[config.mk]
export PLATFORM = sky130hd
export DESIGN_NAME = var_states_xfer_flat
export DESIGN_NICKNAME = d
export VERILOG_FILES = /design/src/rtl/var_states_xfer_if.sv /design/src/rtl/var_states_xfer.sv /design/src/flat_wrapper.sv
export SDC_FILE = /design/constraint.sdc
export NUM_CORES = 1
export LEC_CHECK = 0
export ABC_CLOCK_PERIOD_IN_PS = 6300
export BUFFER_PORTS_ARGS = -buffer_cell sky130_fd_sc_hd__clkbuf_2
export CAP_MARGIN = 10
export CORE_MARGIN = 2
export CORE_UTILIZATION = 30
export DETAILED_ROUTE_END_ITERATION = 12
export PLACE_DENSITY = 0.62
export RECOVER_POWER = 100
export SYNTH_ARGS = -nofsm -noshare
export SYNTH_HDL_FRONTEND = slang
export SYNTH_SLANG_ARGS = --single-unit
[constraint.sdc]
create_clock -name clk -period 6.3 [get_ports clk]
set_input_delay 0.315 -clock clk [delete_from_list [all_inputs] [get_ports clk]]
set_output_delay 0.315 -clock clk [all_outputs]
set_load 0.05 [all_outputs]
[src/rtl/var_states_xfer_if.sv]
// Memory-side port bundle for var_states_xfer: one read port (data one cycle
// after the strobe) and one write port, both driven by the mover.
interface var_states_xfer_if #(
  parameter int ADDR_W = 10,
  parameter int DATA_W = 19
);
  logic              mem_rd_en;
  logic [ADDR_W-1:0] mem_rd_addr;
  logic [DATA_W-1:0] mem_rd_data;
  logic              mem_wr_en;
  logic [ADDR_W-1:0] mem_wr_addr;
  logic [DATA_W-1:0] mem_wr_data;

  modport master (
    output mem_rd_en, mem_rd_addr, mem_wr_en, mem_wr_addr, mem_wr_data,
    input  mem_rd_data
  );

  modport slave (
    input  mem_rd_en, mem_rd_addr, mem_wr_en, mem_wr_addr, mem_wr_data,
    output mem_rd_data
  );
endinterface

[src/rtl/var_states_xfer.sv]
// Bulk LOAD/STORE of NUM_VARS var_state words between memory and one engine; LOAD done
// NUM_VARS+2 cycles after start, STORE NUM_VARS+1; no backpressure, memory always ready.
module var_states_xfer #(
  parameter int NUM_VARS         = 8,
  parameter int WIDTH_LVL        = 16,
  parameter int WIDTH_VAR_STATES = 19,
  parameter int ADDR_W           = 10
) (
  input  logic                                 clk,
  input  logic                                 rst,
  input  logic                                 start_load_i,
  input  logic                                 start_store_i,
  input  logic [ADDR_W-1:0]                    base_vid_i,
  output logic                                 busy_o,
  output logic                                 done_o,
  output logic [WIDTH_LVL-1:0]                 load_max_lvl_o,
  var_states_xfer_if.master                    mem_if,
  output logic [NUM_VARS-1:0]                  wr_states_o,
  output logic [WIDTH_VAR_STATES-1:0]          var_states_o,
  input  logic [NUM_VARS*WIDTH_VAR_STATES-1:0] var_states_i
);
  localparam int W     = WIDTH_VAR_STATES;
  localparam int CNT_W = (NUM_VARS > 1) ? $clog2(NUM_VARS) : 1;
  localparam logic [CNT_W-1:0] LAST = CNT_W'(NUM_VARS - 1);

  typedef enum logic [2:0] {IDLE, LOAD_RD, LOAD_DRAIN, STORE_WR, DONE} state_t;

  state_t                    state_q, state_d;
  logic [ADDR_W-1:0]         base_q, base_d;
  logic [CNT_W-1:0]          k_q, k_d, k_nxt;
  logic [NUM_VARS*W-1:0]     snap_q, snap_d;
  logic                      rd_en_q, rd_en_d;
  logic [ADDR_W-1:0]         rd_addr_q, rd_addr_d;
  logic                      wr_en_q, wr_en_d;
  logic [ADDR_W-1:0]         wr_addr_q, wr_addr_d;
  logic [W-1:0]              wr_data_q, wr_data_d;
  logic                      pv_vld_q, pv_vld_d;
  logic [CNT_W-1:0]          pv_k_q, pv_k_d;
  logic [WIDTH_LVL-1:0]      max_q, max_d;
  logic                      busy_q, busy_d;
  logic                      done_q, done_d;
  logic [WIDTH_LVL-1:0]      rd_lvl;
  logic                      rd_assigned;

  assign rd_lvl      = mem_if.mem_rd_data[WIDTH_LVL-1:0];
  assign rd_assigned = |mem_if.mem_rd_data[W-1:W-2];

  always_comb begin
    state_d   = state_q;
    base_d    = base_q;
    k_d       = k_q;
    k_nxt     = k_q + CNT_W'(1);
    snap_d    = snap_q;
    rd_en_d   = 1'b0;
    rd_addr_d = rd_addr_q;
    wr_en_d   = 1'b0;
    wr_addr_d = wr_addr_q;
    wr_data_d = wr_data_q;
    pv_vld_d  = rd_en_q;
    pv_k_d    = k_q;
    max_d     = max_q;

    // Running max only over assigned variables (value[2:1] != 0).
    if (pv_vld_q && rd_assigned && (rd_lvl > max_q)) max_d = rd_lvl;

    case (state_q)
      IDLE: begin
        if (start_load_i) begin
          state_d   = LOAD_RD;
          base_d    = base_vid_i;
          k_d       = '0;
          max_d     = '0;
          rd_en_d   = 1'b1;
          rd_addr_d = base_vid_i;
        end else if (start_store_i) begin
          state_d   = STORE_WR;
          base_d    = base_vid_i;
          k_d       = '0;
          snap_d    = var_states_i;
          wr_en_d   = 1'b1;
          wr_addr_d = base_vid_i;
          wr_data_d = var_states_i[W-1:0];
        end
      end
      LOAD_RD: begin
        if (k_q == LAST) begin
          state_d = LOAD_DRAIN;
        end else begin
          k_d       = k_nxt;
          rd_en_d   = 1'b1;
          rd_addr_d = base_q + ADDR_W'(k_nxt);
        end
      end
      LOAD_DRAIN: state_d = DONE;
      STORE_WR: begin
        if (k_q == LAST) begin
          state_d = DONE;
        end else begin
          k_d       = k_nxt;
          wr_en_d   = 1'b1;
          wr_addr_d = base_q + ADDR_W'(k_nxt);
          wr_data_d = snap_q[int'(k_nxt)*W +: W];
        end
      end
      DONE:    state_d = IDLE;
      default: state_d = IDLE;
    endcase

    busy_d = (state_d == LOAD_RD) || (state_d == LOAD_DRAIN) || (state_d == STORE_WR);
    done_d = (state_d == DONE);
  end

  always_ff @(posedge clk or posedge rst) begin
    if (rst) begin
      state_q   <= IDLE;
      base_q    <= '0;
      k_q       <= '0;
      snap_q    <= '0;
      rd_en_q   <= 1'b0;
      rd_addr_q <= '0;
      wr_en_q   <= 1'b0;
      wr_addr_q <= '0;
      wr_data_q <= '0;
      pv_vld_q  <= 1'b0;
      pv_k_q    <= '0;
      max_q     <= '0;
      busy_q    <= 1'b0;
      done_q    <= 1'b0;
    end else begin
      state_q   <= state_d;
      base_q    <= base_d;
      k_q       <= k_d;
      snap_q    <= snap_d;
      rd_en_q   <= rd_en_d;
      rd_addr_q <= rd_addr_d;
      wr_en_q   <= wr_en_d;
      wr_addr_q <= wr_addr_d;
      wr_data_q <= wr_data_d;
      pv_vld_q  <= pv_vld_d;
      pv_k_q    <= pv_k_d;
      max_q     <= max_d;
      busy_q    <= busy_d;
      done_q    <= done_d;
    end
  end

  assign mem_if.mem_rd_en   = rd_en_q;
  assign mem_if.mem_rd_addr = rd_addr_q;
  assign mem_if.mem_wr_en   = wr_en_q;
  assign mem_if.mem_wr_addr = wr_addr_q;
  assign mem_if.mem_wr_data = wr_data_q;

  // Read data is passed straight through in its valid cycle.
  assign wr_states_o    = pv_vld_q ? (NUM_VARS'(1) << pv_k_q) : '0;
  assign var_states_o   = pv_vld_q ? mem_if.mem_rd_data : '0;
  assign load_max_lvl_o = max_q;
  assign busy_o         = busy_q;
  assign done_o         = done_q;
endmodule

[src/flat_wrapper.sv]
// flat-port wrapper written by rule: the top's interface ports become plain ports
module var_states_xfer_flat 
#(
  parameter int NUM_VARS         = 8,
  parameter int WIDTH_LVL        = 16,
  parameter int WIDTH_VAR_STATES = 19,
  parameter int ADDR_W           = 10
)
  (clk, rst, start_load_i, start_store_i, base_vid_i, busy_o, done_o, load_max_lvl_o, wr_states_o, var_states_o, var_states_i, mem_if_mem_rd_en, mem_if_mem_rd_addr, mem_if_mem_wr_en, mem_if_mem_wr_addr, mem_if_mem_wr_data, mem_if_mem_rd_data);
  var_states_xfer_if #(.ADDR_W(ADDR_W), .DATA_W((19))) mem_if_i ();
  input  logic clk;
  input  logic rst;
  input  logic start_load_i;
  input  logic start_store_i;
  input  logic [ADDR_W-1:0] base_vid_i;
  output logic busy_o;
  output logic done_o;
  output logic [WIDTH_LVL-1:0] load_max_lvl_o;
  output logic [NUM_VARS-1:0] wr_states_o;
  output logic [WIDTH_VAR_STATES-1:0] var_states_o;
  input  logic [NUM_VARS*WIDTH_VAR_STATES-1:0] var_states_i;
  output wire logic [$bits(mem_if_i.mem_rd_en)-1:0] mem_if_mem_rd_en;
  output wire logic [$bits(mem_if_i.mem_rd_addr)-1:0] mem_if_mem_rd_addr;
  output wire logic [$bits(mem_if_i.mem_wr_en)-1:0] mem_if_mem_wr_en;
  output wire logic [$bits(mem_if_i.mem_wr_addr)-1:0] mem_if_mem_wr_addr;
  output wire logic [$bits(mem_if_i.mem_wr_data)-1:0] mem_if_mem_wr_data;
  input wire logic [$bits(mem_if_i.mem_rd_data)-1:0] mem_if_mem_rd_data;
  assign mem_if_mem_rd_en = mem_if_i.mem_rd_en;
  assign mem_if_mem_rd_addr = mem_if_i.mem_rd_addr;
  assign mem_if_mem_wr_en = mem_if_i.mem_wr_en;
  assign mem_if_mem_wr_addr = mem_if_i.mem_wr_addr;
  assign mem_if_mem_wr_data = mem_if_i.mem_wr_data;
  assign mem_if_i.mem_rd_data = mem_if_mem_rd_data;
  var_states_xfer #(.NUM_VARS(NUM_VARS), .WIDTH_LVL(WIDTH_LVL), .WIDTH_VAR_STATES(WIDTH_VAR_STATES), .ADDR_W(ADDR_W)) u_core (.clk(clk), .rst(rst), .start_load_i(start_load_i), .start_store_i(start_store_i), .base_vid_i(base_vid_i), .busy_o(busy_o), .done_o(done_o), .load_max_lvl_o(load_max_lvl_o), .mem_if(mem_if_i), .wr_states_o(wr_states_o), .var_states_o(var_states_o), .var_states_i(var_states_i));
endmodule
==> metrics.txt, run 1 <==
crit path capture type flip-flop; Yosys warnings 0; outcome complete, but fails checks; Fmax about 240 MHz; NumNets Final between 1000 and 1500; synthesized flop and latch total about 230; largest net degree at the start of global routing 80; worst hold stages 2; leakage power around 6.8 nW; Sink Count roughly 230; # hold bufs at CTS 147; Power Dens Cells approximately 540 mW/mm^2; Fin Setup TNS 0 ns; CP Launch Point u_core.load_max_lvl_o[7]; detailed placement HPWL between 15000 and 20000 um; gr ovfl total 0; violated checks capacitance limit, slew limit; vias in the first global route roughly 8500; share of cells above drive strength 1 between 20% and 30%; first-pass GRT wire length 47800 um; reg2reg setup slack about 2.1 ns; Starting Density 30.6%; # setup viols final 0; Worst Path Arrival 4.45 ns; Hold Fails Final Rpt 0; Final Wtd Congestion roughly 0.77; worst reg2reg startpoint u_core.load_max_lvl_o[7]; area of the mapped netlist approximately 0.011 mm^2; Die W between 150 and 200 um; Async S/R FF share, synth 100%; Worst Path Required around 6.6 ns; Pins Over Slew Limit roughly 320; GRT Resource Usage Total around 16%; min Tclk post-route slightly above 4 ns; crit start category flip-flop; post-synthesis sequential area ratio a little over half; count leader, synth dfrtp_1; Synth area leader dfrtp_1; via density per instance approximately 4.7; CTS clock-pin slew for the worst setup and hold paths ~0.060 ns; number of flops mapped to enable cells by yosys 0; top area cells in the synthesized netlist dfrtp_1, mux2_2, mux2_1, mux4_2, mux2i_1; vias after detailed routing about 8000; CTS Buf Count 28; Top FF cell, synth dfrtp_1; antenna violations before repair 4; Die Footprint roughly 0.038 mm^2; Max clock buf depth 3; pre-CTS WS 3.28 ns; max cap viols 7; buffers added on ports 270; Die Span Y slightly below 200 um; clock root cell clkbuf_16; # resized after CTS 0; H-tree depth 1; CP Capture Point u_core.load_max_lvl_o[15]; maximum vdd drop approximately 0.33 mV; 1st-iter DRT viols just over 300; Remaining DRCs 0; Antenna Nets Post-Route 0; Yosys top cell area share 52.9%; setup bufs post-CTS 0; R2R depth 7; path type of the worst min-delay path primary input to flip-flop; fin crit share around two thirds; Post-Syn Instances between 800 and 900; Clock Skews approximately 0.029 ns; IO Pins about 270; r2r endpoint u_core.load_max_lvl_o[15]; Area Overhead vs Synth 37.1%; syn nets 1038; Max transition margin -108%; cell area after layout 0.0150 mm^2; setup ws final 2.14 ns; actual slew at the worst max-slew pin slightly above 3 ns; CTS tree built; num rows 69; Total Wirelength about 30000 um; crit-path max FO 16; Min Hold Slack between 0.02 and 0.025 ns; RSZ-0062 raised after global routing no; Avg WL per Cell between 15 and 20 um; Tot Pwr slightly above 8 mW; Pre-antenna DRT Iters 4; Commonest cells post-synth dfrtp_1, mux2_2, mux2_1; Synth cell types 45; WS Path Type flip-flop to flip-flop; area post-placement roughly 0.013 mm^2; core area about 0.036 mm^2; post-synthesis average cell area ~13 um^2; insertion delay to the later sink of the worst-skew pair around 0.56 ns
-- placed cells by master, fill, tap and decap left out, drive strengths merged, types with 4 or more instances in the layout --
master | synthesis | routed
and2 | 21 | 21
nor3 | 4 | 4
ha | 21 | 21
mux2i | 41 | 41
mux4 | 38 | 38
nand4 | 4 | 4
clkinv | 0 | 8
dlygate4sd3 | 0 | 147
mux2 | 162 | 162
nand2 | 79 | 79
dfrtp | 231 | 231
bufinv | 0 | 5
xnor2 | 6 | 6
a211oi | 6 | 6
nor2 | 33 | 33
nor3b | 8 | 8
a21o | 8 | 8
clkbuf | 13 | 310
a21oi | 30 | 30
buf | 36 | 6
inv | 22 | 21
nand2b | 4 | 4
o21ai | 35 | 35
-- logic make-up after synthesis --
kind of cell / after synthesis / synth area share [%]
compound gates: 92 / 5.22
xor+xnor: 8 / 0.641
fa+ha+maj: 22 / 2.59
buf+inv: 71 / 3.23
flops: 231 / 52.9
mux: 241 / 28.3
simple gates: 166 / 7.17
-- how the worst min path moves through the flow --
stage | startpoint | to | slack [ns]
floorplan | u_core.k_q[1] | u_core.pv_k_q[1] | 0.38
global placement | u_core.mem_if.mem_rd_en | u_core.pv_vld_q | 0.36
detailed placement | u_core.mem_if.mem_rd_en | u_core.pv_vld_q | 0.36
CTS | var_states_i[92] | u_core.snap_q[92] | 0.0003
global route | var_states_i[108] | u_core.snap_q[108] | 0.008
finish | var_states_i[108] | u_core.snap_q[108] | 0.02
-- flip-flops by register name, summed over array words and instances, names as in the netlist --
name,count
u_core.base_q,10
u_core.busy_o,1
u_core.done_o,1
u_core.k_q,3
u_core.load_max_lvl_o,16
u_core.mem_if.mem_rd_addr,10
u_core.mem_if.mem_rd_en,1
u_core.mem_if.mem_wr_addr,10
u_core.mem_if.mem_wr_data,19
u_core.mem_if.mem_wr_en,1
u_core.pv_k_q,3
u_core.pv_vld_q,1
u_core.snap_q,152
u_core.state_q,3
-- worst max-delay path: stages (launching register included) --
cell,delay [ns]
dfrtp_1,0.38
inv_1,0.05
ha_1,0.31
a41oi_1,0.24
o21ai_0,0.13
o2bb2ai_1,0.16
o31ai_1,2.35
mux2i_1,0.28
-- cell type report --
type / instances / area, um^2
antenna: 3 / 7.51
clock buffer: 36 / 771
clock inverter: 14 / 209
fill: 3431 / 20800
inverter: 22 / 83.8
multi-input combinational: 529 / 4780
sequential: 231 / 5780
tap: 461 / 577
timing repair buffer: 427 / 2780
-- routing by layer --
layer | share of wire [%] | up-vias | wire length, um | global-route usage (%)
met1 | 46 | 3976 | 13800 | 21.5
met4 | 2.3 | 2 | 688 | 4.30
li1 | - | 3790 | - | -
met2 | 46 | 217 | 13900 | 25.7
met3 | 5.0 | 54 | 1510 | 3.07
met5 | 0.044 | - | 13 | 0
-- power by group --
group / switching, mW / internal [mW] / total, mW / leakage, nW
registers: 0.436 / 2.22 / 2.66 / 2.80
logic: 2.18 / 1.54 / 3.73 / 3.54
clock network: 0.649 / 1.06 / 1.71 / 0.484
-- through the flow --
| stage | instances | utilization, % |
|---|---|---|
| after floorplan | 831 | - |
| after global placement | 1523 | 35.5 |
| after detailed placement | 1523 | 35.5 |
| after CTS | 1720 | 42.4 |
| after global routing | 1723 | 41.9 |
| final | 1723 | 41.9 |
Note: power is estimated with default switching activity, not from simulation.
==> run 2: changes to the inputs <==
ABC_CLOCK_PERIOD_IN_PS = 4100   (was 6300)
PLACE_DENSITY = 0.6   (was 0.62)
clock period = 4.1 ns   (was 6.3 ns; I/O delays follow)
==> run 2 against run 1 <==
  * The run still ends with capacitance limit, slew limit left
  * Clock skew fell by 0.0028 ns
  * Sequential cell count unchanged
  * Cell count rose by 1.7%
  * Worst setup slack got worse by 1.3 ns
  * Critical path depth is 2 lower
  * Die area stayed put
  * Global-route usage grew 0.51 points
  * Hold slack improved by 0.34 ns
  * Critical path type unchanged
==> metrics.txt, run 2 (synthesized netlist as in run 1, its figures left out) <==
outcome complete, but fails checks; violated checks capacitance limit, slew limit; Area Overhead vs Synth 40.7%; Pre-antenna DRT Iters 4; # resized after CTS 0; FF/Latch Area approximately 0.0058 mm^2; worst-path cell chain and2b_1 > nand2_1 > o21a_1 > clkbuf_1 > o21ai_0; first-pass GRT wire length 49300 um; pre-CTS WS ~1.2 ns; Die W ~190 um; H-tree depth 1; P_sw between 5 and 6 mW; clock root cell clkbuf_16; power share of the sequential group around a third; Pins Over Slew Limit approximately 120; WS Path Type flip-flop to flip-flop; insertion delay to the later sink of the worst-skew pair 0.56 ns; Total Wirelength 31200 um; setup bufs post-CTS 0; via density per instance ~4.7; Fin Setup TNS 0 ns; actual slew at the worst max-slew pin 1.91 ns; largest net degree at the start of global routing 108; Clock Skews ~0.026 ns; r2r endpoint u_core.mem_if.mem_wr_data[4]; CTS tree built; # hold bufs at CTS approximately 180; Internal 7.57 mW; CTS Buf Count 27; most common cell after layout, fill and taps aside dfrtp_1; Hold Fails Final Rpt 0; path type of the worst min-delay path primary input to flip-flop; setup ws final 0.874 ns; core area roughly 0.036 mm^2; RSZ-0062 raised after global routing no; commonest cells after routing, fill and taps aside dfrtp_1, clkbuf_2, dlygate4sd3_1; Die Span Y slightly below 200 um; Final Wtd Congestion about 0.78; met3 wire length around 1500 um; max incr delay on CP 0.89 ns; max reg flops about 150; FILL cells roughly 3400; Multi-input gate area about 0.0048 mm^2; combinational fraction of design power around 45%; Max clock buf depth 3; CP bufs+invs 1; met1 WL 14100 um; 1st-iter DRT viols slightly above 300; share of cells above drive strength 1 between 20 and 30%; worst hold start start_store_i; Sink Count 231; crit path capture type flip-flop; Fmax slightly above 300 MHz; Max Used Layer met4; leakage power between 6 and 7 nW; Largest Register u_core.snap_q; vias after detailed routing 8219; Die Footprint ~0.038 mm^2; worst reg2reg startpoint u_core.state_q[2]; detailed placement HPWL roughly 20000 um; # setup viols final 0; Max transition margin -27.8%; routed wl met2 14800 um; GRT Resource Usage Total between 10% and 20%; max cap viols 2; gr ovfl total 0; CTS clock-pin slew for the worst setup and hold paths 0.06 ns; switching part of the total 40.1%; num rows just under 70; NumNets Final between 1000 and 1500; Min Hold Slack roughly 0.37 ns; n_diodes 0; maximum vdd drop just under 0.4 mV; Worst Path Required 4.47 ns; Antenna Nets Post-Route 0; buffers added on ports 270; clock network fraction of total power between 20% and 30%; Avg WL per Cell approximately 18 um; worst hold stages 3; vias in the first global route slightly below 9000; Power Dens Cells approximately 800 mW/mm^2; min Tclk post-route approximately 3.2 ns; antenna violations before repair 0; R2R depth 5; fin crit share 78.7%; IO Pins between 200 and 300; crit start category flip-flop; reg2reg setup slack ~0.87 ns; Hold Crit Endpoint u_core.snap_q[65]; crit path max-delay cell type nand2_1; Worst Path Arrival roughly 3.6 ns; Remaining DRCs 0; Top delay family on crit path simple AND/OR/NAND/NOR gates; Starting Density a little under a third; crit-path max FO 28
## run 2: worst register-to-register path: stages (launching register included)
cell      delay (ns)
dfrtp_1         0.44
and2b_1         0.29
nand2_1         0.89
o21a_1          0.40
clkbuf_1        0.81
o21ai_0         0.24
## run 2: power groups by stage
| stage | clock network (mW) | logic (mW) | registers [mW] |
|---|---|---|---|
| after global routing | 2.95 | 6.25 | 4.25 |
| after CTS | 2.87 | 5.98 | 4.11 |
| after detailed placement | 0 | 5.82 | 4.15 |
| after global placement | 0 | 5.72 | 4.11 |
| after floorplan | 0 | 3.62 | 4.83 |
| final | 2.79 | 5.74 | 4.11 |
## run 2: worst max path at each step
stage / start / to / cells after the start
finish: u_core.state_q[2] / u_core.mem_if.mem_wr_data[4] / 5
global route: u_core.state_q[2] / u_core.mem_if.mem_wr_addr[3] / 5
floorplan: rst / u_core.base_q[0] / 1
global placement: u_core.k_q[0] / u_core.mem_if.mem_rd_addr[6] / 9
detailed placement: u_core.k_q[0] / u_core.mem_if.mem_rd_addr[6] / 9
CTS: u_core.k_q[0] / u_core.mem_if.mem_rd_addr[6] / 9
## run 2: layer usage
layer	track usage [%]	vias up
met2	27.4	221
met4	3.85	0
met1	22.0	4100
li1	-	3852
met3	2.81	46
met5	0	-
## run 2: cell type report
class	count	share of cell area [%]
clock buffer	37	5.03
clock inverter	12	1.70
inverter	22	0.545
multi-input combinational	529	31.2
sequential	231	37.6
tap	461	3.75
timing repair buffer	460	20.2
## run 2: per-stage QoR
step	total power [mW]	cell area, um^2	utilization [%]	cells
floorplan	8.45	10900	-	831
global placement	9.83	12700	35.6	1524
detailed placement	9.96	12700	35.6	1524
CTS	13.0	15600	43.5	1752
global route	13.5	15400	43.0	1752
finish	12.6	15400	43.0	1752
